===== src/rtl/uart_pkg.sv =====
// Shared definitions for the UART transmit-side blocks: issue FSM encoding and
// width helpers for the byte FIFO.
package uart_pkg;

    typedef enum logic [1:0] {
        ST_IDLE      = 2'd0,
        ST_ISSUE     = 2'd1,
        ST_WAIT_BUSY = 2'd2,
        ST_WAIT_DONE = 2'd3
    } tx_state_t;

    // Pointer width for a power-of-two FIFO; never narrower than one bit.
    function automatic int ptr_width(input int depth);
        return (depth > 1) ? $clog2(depth) : 1;
    endfunction

    // Occupancy needs one extra bit so that DEPTH itself is representable.
    function automatic int count_width(input int depth);
        return $clog2(depth) + 1;
    endfunction

endpackage


===== src/rtl/uart_tx_fifo_if.sv =====
// Bus-side valid/ready byte handshake into the UART transmit FIFO.
interface uart_tx_fifo_if #(
    parameter int DATA_BITS = 8
);
    logic [DATA_BITS-1:0] s_data;
    logic                 s_valid;
    logic                 s_ready;

    modport master (output s_data, output s_valid, input s_ready);
    modport slave  (input s_data, input s_valid, output s_ready);
endinterface


===== src/rtl/sync_fifo.sv =====
// Single-clock FIFO; occupancy count alone separates full from empty so the
// pointers can wrap freely modulo DEPTH.
module sync_fifo
    import uart_pkg::*;
#(
    parameter int DATA_BITS = 8,
    parameter int DEPTH     = 16
) (
    input  logic                   clk,
    input  logic                   clear,
    input  logic                   push,
    input  logic [DATA_BITS-1:0]   wr_data,
    input  logic                   pop,
    output logic [DATA_BITS-1:0]   rd_data,
    output logic [$clog2(DEPTH):0] count,
    output logic                   empty,
    output logic                   full
);
    localparam int PTR_W = ptr_width(DEPTH);
    localparam int CNT_W = count_width(DEPTH);

    logic [DATA_BITS-1:0] mem [DEPTH];
    logic [PTR_W-1:0]     wr_ptr;
    logic [PTR_W-1:0]     rd_ptr;
    logic                 do_push;
    logic                 do_pop;

    assign do_push = push && !full;
    assign do_pop  = pop && !empty;

    // NOTE: storage is deliberately not reset; count gates every read, so stale
    // entries are never observed and the array can map onto plain RAM.
    always_ff @(posedge clk) begin
        if (!clear && do_push) begin
            mem[wr_ptr] <= wr_data;
        end
    end

    always_ff @(posedge clk) begin
        if (clear) begin
            wr_ptr <= '0;
            rd_ptr <= '0;
            count  <= '0;
        end else begin
            if (do_push) begin
                wr_ptr <= wr_ptr + PTR_W'(1);
            end
            if (do_pop) begin
                rd_ptr <= rd_ptr + PTR_W'(1);
            end
            if (do_push && !do_pop) begin
                count <= count + CNT_W'(1);
            end else if (do_pop && !do_push) begin
                count <= count - CNT_W'(1);
            end
        end
    end

    assign rd_data = mem[rd_ptr];
    assign empty   = (count == '0);
    assign full    = (count == CNT_W'(DEPTH));

endmodule


===== src/rtl/uart_tx_fifo.sv =====
// Byte buffer ahead of the UART transmitter: queues bus bytes and issues them
// one at a time as wr_en/data_in strobes, paced by Tx_busy.
module uart_tx_fifo
    import uart_pkg::*;
#(
    parameter int DATA_BITS   = 8,
    parameter int DEPTH       = 16,
    parameter int ACK_TIMEOUT = 4
) (
    input  logic                   clk_50m,
    input  logic                   clear,
    uart_tx_fifo_if.slave          bus,
    output logic [DATA_BITS-1:0]   data_in,
    output logic                   wr_en,
    input  logic                   Tx_busy,
    output logic [$clog2(DEPTH):0] count,
    output logic                   empty,
    output logic                   full,
    output logic                   tx_err
);
    localparam int TO_W = $clog2(ACK_TIMEOUT + 1);

    tx_state_t            state;
    logic [TO_W-1:0]      to_cnt;
    logic [DATA_BITS-1:0] head;
    logic                 push;
    logic                 pop;

    assign bus.s_ready = !full && !clear;
    assign push        = bus.s_valid && bus.s_ready;
    // The UART has no reset, so a byte in flight may still hold Tx_busy after
    // clear; gating the pop on !Tx_busy covers that case as well.
    assign pop         = (state == ST_IDLE) && !empty && !Tx_busy && !clear;

    sync_fifo #(
        .DATA_BITS (DATA_BITS),
        .DEPTH     (DEPTH)
    ) u_fifo (
        .clk     (clk_50m),
        .clear   (clear),
        .push    (push),
        .wr_data (bus.s_data),
        .pop     (pop),
        .rd_data (head),
        .count   (count),
        .empty   (empty),
        .full    (full)
    );

    // wr_en is the registered output of ISSUE: it is high for the single cycle
    // that follows the ISSUE state, while data_in holds the popped byte.
    always_ff @(posedge clk_50m) begin
        if (clear) begin
            state   <= ST_IDLE;
            data_in <= '0;
            wr_en   <= 1'b0;
            tx_err  <= 1'b0;
            to_cnt  <= '0;
        end else begin
            // NOTE: pulse outputs default low each cycle; with non-blocking
            // assignments the later branch assignment simply overrides this.
            wr_en  <= 1'b0;
            tx_err <= 1'b0;
            unique case (state)
                ST_IDLE: begin
                    if (pop) begin
                        data_in <= head;
                        state   <= ST_ISSUE;
                    end
                end
                ST_ISSUE: begin
                    wr_en  <= 1'b1;
                    to_cnt <= '0;
                    state  <= ST_WAIT_BUSY;
                end
                ST_WAIT_BUSY: begin
                    if (Tx_busy) begin
                        state <= ST_WAIT_DONE;
                    end else if (to_cnt == TO_W'(ACK_TIMEOUT - 1)) begin
                        // Byte is treated as consumed; no retry.
                        tx_err <= 1'b1;
                        state  <= ST_IDLE;
                    end else begin
                        to_cnt <= to_cnt + TO_W'(1);
                    end
                end
                ST_WAIT_DONE: begin
                    if (!Tx_busy) begin
                        state <= ST_IDLE;
                    end
                end
                default: state <= ST_IDLE;
            endcase
        end
    end

endmodule


===== src/flat_wrapper.sv =====
// flat-port wrapper written by rule: the top's interface ports become plain ports
module uart_tx_fifo_flat import uart_pkg::*;
#(
    parameter int DATA_BITS   = 8,
    parameter int DEPTH       = 16,
    parameter int ACK_TIMEOUT = 4
)
  (clk_50m, clear, data_in, wr_en, Tx_busy, count, empty, full, tx_err, bus_s_data, bus_s_valid, bus_s_ready);
  uart_tx_fifo_if #(.DATA_BITS(DATA_BITS)) bus_i ();
  input  logic clk_50m;
  input  logic clear;
  output logic [DATA_BITS-1:0] data_in;
  output logic wr_en;
  input  logic Tx_busy;
  output logic [$clog2(DEPTH):0] count;
  output logic empty;
  output logic full;
  output logic tx_err;
  input wire logic [$bits(bus_i.s_data)-1:0] bus_s_data;
  input wire logic [$bits(bus_i.s_valid)-1:0] bus_s_valid;
  output wire logic [$bits(bus_i.s_ready)-1:0] bus_s_ready;
  assign bus_i.s_data = bus_s_data;
  assign bus_i.s_valid = bus_s_valid;
  assign bus_s_ready = bus_i.s_ready;
  uart_tx_fifo #(.DATA_BITS(DATA_BITS), .DEPTH(DEPTH), .ACK_TIMEOUT(ACK_TIMEOUT)) u_core (.clk_50m(clk_50m), .clear(clear), .bus(bus_i), .data_in(data_in), .wr_en(wr_en), .Tx_busy(Tx_busy), .count(count), .empty(empty), .full(full), .tx_err(tx_err));
endmodule

===== config.mk =====
export PLATFORM = sky130hd
export DESIGN_NAME = uart_tx_fifo_flat
export DESIGN_NICKNAME = d
export VERILOG_FILES = /design/src/rtl/uart_pkg.sv /design/src/rtl/uart_tx_fifo_if.sv /design/src/rtl/sync_fifo.sv /design/src/rtl/uart_tx_fifo.sv /design/src/flat_wrapper.sv
export SDC_FILE = /design/constraint.sdc
export NUM_CORES = 1
export LEC_CHECK = 0
export BUFFER_PORTS_ARGS = -buffer_cell sky130_fd_sc_hd__buf_2
export CORE_ASPECT_RATIO = 0.9
export CORE_MARGIN = 2
export CORE_UTILIZATION = 35
export CTS_BUF_LIST = sky130_fd_sc_hd__clkbuf_4
export DETAILED_ROUTE_END_ITERATION = 16
export PLACE_DENSITY = 0.6
export SLEW_MARGIN = 20
export SYNTH_ARGS = -nofsm -noshare
export SYNTH_HDL_FRONTEND = slang
export SYNTH_SLANG_ARGS = --single-unit

===== constraint.sdc =====
create_clock -name clk_50m -period 2.6 [get_ports clk_50m]
set_clock_uncertainty 0.05 [all_clocks]
set_input_delay 0.26 -clock clk_50m [delete_from_list [all_inputs] [get_ports clk_50m]]
set_output_delay 0.26 -clock clk_50m [all_outputs]
set_load 0.01 [all_outputs]

After elaboration in Yosys (flattened, before gate mapping)
Memories as Yosys holds them, arrays and structs flattened. A register that Yosys moved wholly into a read port is not among the register bits.
Cells that the tools add are included.
{ "word_totals": {"out_inout_bits": 18, "ram_bits": 128, "regBits": 20, "in_bits": 12, "mem_count": 1} }
{ "classes": {"eq_ne": 10, "n_addsub": 5, "n_reduce_logical": 24, "bitwise": 1, "muxes": 14} }
{ "memory_table": {"columns": ["name", "depth", "word_bits", "read_ports", "rd_clocked_by_memory_dff", "wr", "line_no", "rtl"], "rows": [
  ["u_core.u_fifo.mem", 16, 8, 1, 1, 1, "sync_fifo.sv:22", "logic [DATA_BITS-1:0] mem [DEPTH];"]
]} }
{ "op_table": {"columns": ["op", "n"], "rows": [
  ["logical AND 1 bit", 10],
  ["2-to-1 mux 5 bit", 2],
  ["adder 4 x 1 -> 4 bit, second input constant", 2],
  ["2-to-1 mux 2 bit", 4],
  ["inequality test 2 bit, second input constant", 4],
  ["case mux 2 bit (4 select lines)", 1],
  ["zero test 1 bit", 6],
  ["2-to-1 mux 3 bit", 2],
  ["case mux 3 bit (2 select lines)", 1],
  ["AND reduction 3 bit", 2],
  ["adder 5 x 1 -> 5 bit, second input constant", 1],
  ["== test 5 bit, second input constant", 1],
  ["zero test 5 bit", 1],
  ["subtractor 5 x 1 -> 5 bit, second input constant", 1],
  ["== test 2 bit, second input constant", 2],
  ["2-to-1 mux 1 bit", 4],
  ["nonzero test 2 bit", 2],
  ["adder 3 x 1 -> 3 bit, second input constant", 1],
  ["== test 3 x 2 -> 1 bit, second input constant", 1],
  ["inequality test 3 x 2 -> 1 bit, second input constant", 1],
  ["OR reduction 3 bit", 1],
  ["== test 2 x 1 -> 1 bit, second input constant", 1],
  ["zero test 2 bit", 1],
  ["AND reduction 2 bit", 1],
  ["inverter 1 bit", 1]
]} }

Longest topological paths before layout
{ "logic_depth": {"ltp_word": 9, "ltp_mapped": 11} }

Cells and area by module
From an unflattened synthesis, not the netlist that was laid out.
{ "unflattened": {"hier_cells": 380, "hier_area_um2": 6384.9} }
{ "by_module_without_submodules": {"columns": ["mod", "n_inst", "area_each_um2", "cells_each", "seq_area_each_um2"], "rows": [
  ["sync_fifo", 1, 5724.2, 308, 4184.0],
  ["uart_tx_fifo", 1, 660.6, 72, 300.3]
]} }

Worst setup path after synthesis
OpenSTA, ideal clock, no wires.
{ "synth_timing": {"path_kind": "reg2reg", "startpoint": "register u_core.u_fifo.count[3]", "endpoint": "register u_core.u_fifo.count[4]", "period_less_slack_ns": 2.930, "path_buffers": 1, "stages_incl_launch_ff": 11, "setup_slack_ns": -0.330, "arrival_ns": 2.759, "path_cell_list": "dfxtp_1 -> or4_4 -> o21ai_2 -> buf_6 -> ha_1 -> inv_1 -> ha_1 -> a21o_1 -> a21oi_1 -> mux2i_1 -> mux2_2"} }
{ "synth_via": {"elab_chain_cells": 9, "word_cells_on_any_way": 20, "cone_classes": "add/sub (2); eq/ne (1); mux (2); reduce/logical (15)"} }
{ "synth_lines": {"columns": ["element", "line_no", "rtl"], "rows": [
  ["from (decl)", "sync_fifo.sv:15", "output logic [$clog2(DEPTH):0] count,"],
  ["from (signal assigned)", "sync_fifo.sv:52", "count <= count + CNT_W'(1);"],
  ["from (signal assigned)", "sync_fifo.sv:54", "count <= count - CNT_W'(1);"],
  ["branches (longest 9 deep; another with subtractor 5 x 1 -> 5 bit)", null, null]
]} }
Several ways; the timed one is not identified. The select of a mux whose other input is x is not followed.
A chain may end at the register's enable or synchronous reset.

Final worst setup path
Same ends and word-level chain as after synthesis.

==> results.py <==
metrics = {
    "status": {
        "outcome": "complete, no violations",
    },
    "die": {
        "die_w_um": 147,
        "core-area_um2": 17800,
        "num_rows": 46,
        "die_area_um2": 19400,
        "boundaryPins": 30,
        "start_util": 0.360,
        "die_height_um": 132,
    },
    "power_and_ir_drop": {
        "pwr_density_cell_nw_per_um2": 810,
        "leakage_nw": 2.54,
        "peakVddDrop_v": 0.000489,
    },
    "critical_path": {
        "endpoint_kind": "flip-flop",
        "critPathBufInv": 1,
        "crit_fanout": 5,
        "crit_path_start": "u_core.u_fifo.count[3]",
        "path_class": "reg2reg",
        "cp_data_required_time_ps": 2980,
        "start_kind": "flip-flop",
        "crit_path_top_delay_cell": "or4_4",
        "crit_family": "simple AND/OR/NAND/NOR gates",
        "path_cells": "or4_4 -> o21ai_4 -> ha_4 -> fa_2 -> inv_1 -> a21o_1 -> a21oi_2 -> mux2i_1 -> mux2_2",
        "arrival_ps": 2900,
        "cp_slowest_stage_delay_ps": 540,
        "reg2reg_from": "u_core.u_fifo.count[3]",
    },
    "min_path": {
        "min_from": "clear",
        "holdCritPathClass": "in2reg",
    },
    "sta": {
        "hold_viol_final": 0,
        "finalCriticalPeriod_ps": 2520,
        "worstMarginPinSlew_ps": 935,
        "rsz0062_at_grt": "no",
        "max_slew_margin": 0.376,
        "finalSetupViolCount": 0,
        "fin_ws_ps": 80.5,
        "whs_ps": 86.9,
        "fmax_ghz": 0.397,
        "period_share": 0.969,
        "slew_violations": 0,
    },
    "logic_synthesis": {
        "ys_warn_count": 0,
        "synth_edf_count": 128,
        "synthArstFlopShare": 0,
        "netlist_instances": 372,
        "ys.flop_type": "edfxtp_1",
        "synth_xor_area_frac": 0.00958,
        "synth_area_um2": 6400,
        "synth.top_cell.area_share": 0.601,
        "yosysSeqAreaShare": 0.688,
        "synth-compound-area-share": 0.0332,
        "syn_avg_cell_area_um2": 17.2,
        "yosys.area.top_type": "edfxtp_1",
        "ys_seq_elements": 156,
        "synth_nets": 396,
        "muxShareOfSynthArea": 0.153,
        "synth_top_family_by_area": "multiplexers",
        "ys_top_cells_by_area": "edfxtp_1 60%, dfxtp_1 8.8%, mux4_2 7.4%, mux4_1 4.5%, ha_1 2.2%",
        "synth_fa_ha_area_frac": 0.0246,
        "synth-simple-area-share": 0.0622,
        "synth.distinct_cells": 42,
    },
    "cells_and_area": {
        "multi_input_comb_area_um2": 1850,
        "antennaDiodeCount": 0,
        "area_delta_synth_final_pct": 15.6,
        "register_area_um2": 4410,
        "fillCellCount": 1592,
        "nets": 467,
        "drive_gt1_frac": 0.308,
    },
    "cts": {
        "cts_tree": "built",
        "worstSkewPairLatency_ps": 540,
        "clockRootBuffer": "clkbuf_4",
        "cts_made_buffers": 17,
        "htreeDepth": 4,
        "clkSlewWorstSetupHoldPaths_ps": 130,
        "cts_max_path_buffers": 2,
        "numClockSinks": 156,
    },
    "placed_design": {
        "dp_hpwl_um": 8160,
        "port_buffers": 29,
        "gp_congestion": 0.751,
        "dpl_worst_slack_ps": 44.7,
    },
    "routing": {
        "vias": 3413,
        "post_drt_wl_per_cell_um": 18.9,
        "wl_um": 13200,
        "ant_nets": 0,
        "drcViolationCount": 0,
        "dr.pass1.iters": 5,
        "drt_iter0_drc": 239,
        "via_per_inst": 4.91,
    },
    "grt": {
        "globalRouteOverflowTotal": 0,
        "grt_pass1_vias": 3511,
        "grt_start_max_net_pins": 29,
        "antenna_found_initial": 0,
        "grt_use_total": 0.142,
        "grt_first_pass_wirelength_um": 20300,
    },
    "job": {
        "maxCapViolations": 0,
    },
}
-- kinds of logic (layout without fill, tap and decap cells) --
family,count (synthesis),in the layout
adder cells (fa/ha/maj),12,12
XOR/XNOR,7,7
buffers and inverters,31,114
multiplexers,51,51
AND/OR/NAND/NOR,81,81
flip-flops,156,156
AO/OA/AOI/OAI,34,34
-- power by group --
group | internal [mW] | leakage, nW | switching, mW
logic | 0.768 | 1.01 | 0.762
clock network | 0.585 | 0.144 | 0.903
registers | 2.85 | 1.38 | 0.124
total | 4.20 | 2.54 | 1.79
-- placed cells by master (no fill, tap or decap), types with 2 or more instances in the layout --
cell type      instances
dlygate4sd3_1          9
clkinvlp_4             3
clkbuf_4              17
inv_6                  7
inv_1                 10
nor3_1                 4
nor2b_1                2
nand3b_1              11
dfxtp_2                2
buf_12                 2
o21ai_0                7
bufinv_16              2
buf_4                 32
a21oi_1               13
mux2_2                 5
mux2_4                 4
mux4_1                11
mux2i_1               10
nand3_1                3
edfxtp_1             128
xnor2_1                3
ha_4                   2
nor2_1                33
ha_1                   9
nand2_1               17
buf_2                 29
o21ai_1                3
mux4_2                21
xor2_1                 4
a21o_1                 2
o21ai_2                4
nand2b_1               3
dfxtp_1               25
-- worst reg2reg max path, cell delays in order (launching register included) --
cell	delay, ps
dfxtp_2	370
or4_4	540
o21ai_4	170
ha_4	180
fa_2	220
inv_1	50
a21o_1	180
a21oi_2	130
mux2i_1	200
mux2_2	340
-- sequential cells by signal, summed over array words and instances, names as in the netlist --
name,flops
u_core.u_fifo.mem,128
u_core.data_in,8
u_core.u_fifo.count,5
u_core.u_fifo.rd_ptr,4
u_core.u_fifo.wr_ptr,4
u_core.to_cnt,3
u_core.state,2
u_core.tx_err,1
u_core.wr_en,1
-- per-stage QoR --
step                instances   util  area (µm²)  power, mW  setup TNS (ps)
floorplan                 372      -        6440       4.11           -71.6
detailed placement        654  0.395        7020       4.56               0
finish                    695  0.416        7400       5.99               0
global route              695  0.416        7400       6.29               0
global placement          654  0.395        7020       4.51               0
CTS                       694  0.416        7390       6.06               0
-- routing by layer --
layer | GRT usage | share of wire | vias to the layer above | wire, µm
met1 | 0.193 | 0.46 | 1742 | 6050
li1 | - | - | 1584 | -
met3 | 0.0291 | 0.048 | 11 | 631
met5 | 0 | 0 | - | 0
met2 | 0.233 | 0.48 | 76 | 6350
met4 | 0.0405 | 0.0097 | 0 | 127
-- area by class of cell --
type,instances,share of cell area
Inverter,11,0.00592
Multi-Input combinational cell,185,0.250
Clock buffer,17,0.0172
Clock inverter,14,0.0211
Tap cell,240,0.0406
Timing Repair Buffer,72,0.0697
Sequential cell,156,0.596
-- path summary, 6_finish.rpt --
check	end	slack (ps)	cells past startpoint
worst max register to register	u_core.u_fifo.count[4]	80	9
worst min register to register	u_core.data_in[2]	440	2
worst max-delay path	u_core.u_fifo.count[4]	80	9
worst min-delay path	u_core.u_fifo.count[0]	90	3
-- Yosys cell counts, types with 3 or more instances --
cell type    n
mux2_4       4
nor3_1       4
o21ai_2      5
buf_2        4
dfxtp_1     28
nand2b_1     3
mux2_2       5
xnor2_1      3
inv_1       11
nand3_1      3
edfxtp_1   128
buf_6        5
buf_4        3
nand2_1     17
mux2i_1     10
ha_1        11
nand3b_1    11
nor2_1      33
o21ai_1      3
mux4_1      11
a21oi_1     14
o21ai_0      7
xor2_1       4
mux4_2      21
clkbuf_1     5
-- what timing repair did --
item                                   in CTS  in global routing
endpoints found under the hold margin      68                  0
setup buffers                               0                  1
setup endpoints to repair                   0                  1
gates resized for setup                     0                  1
hold buffers                                9                  0
Note: power is estimated with default switching activity, not from simulation.
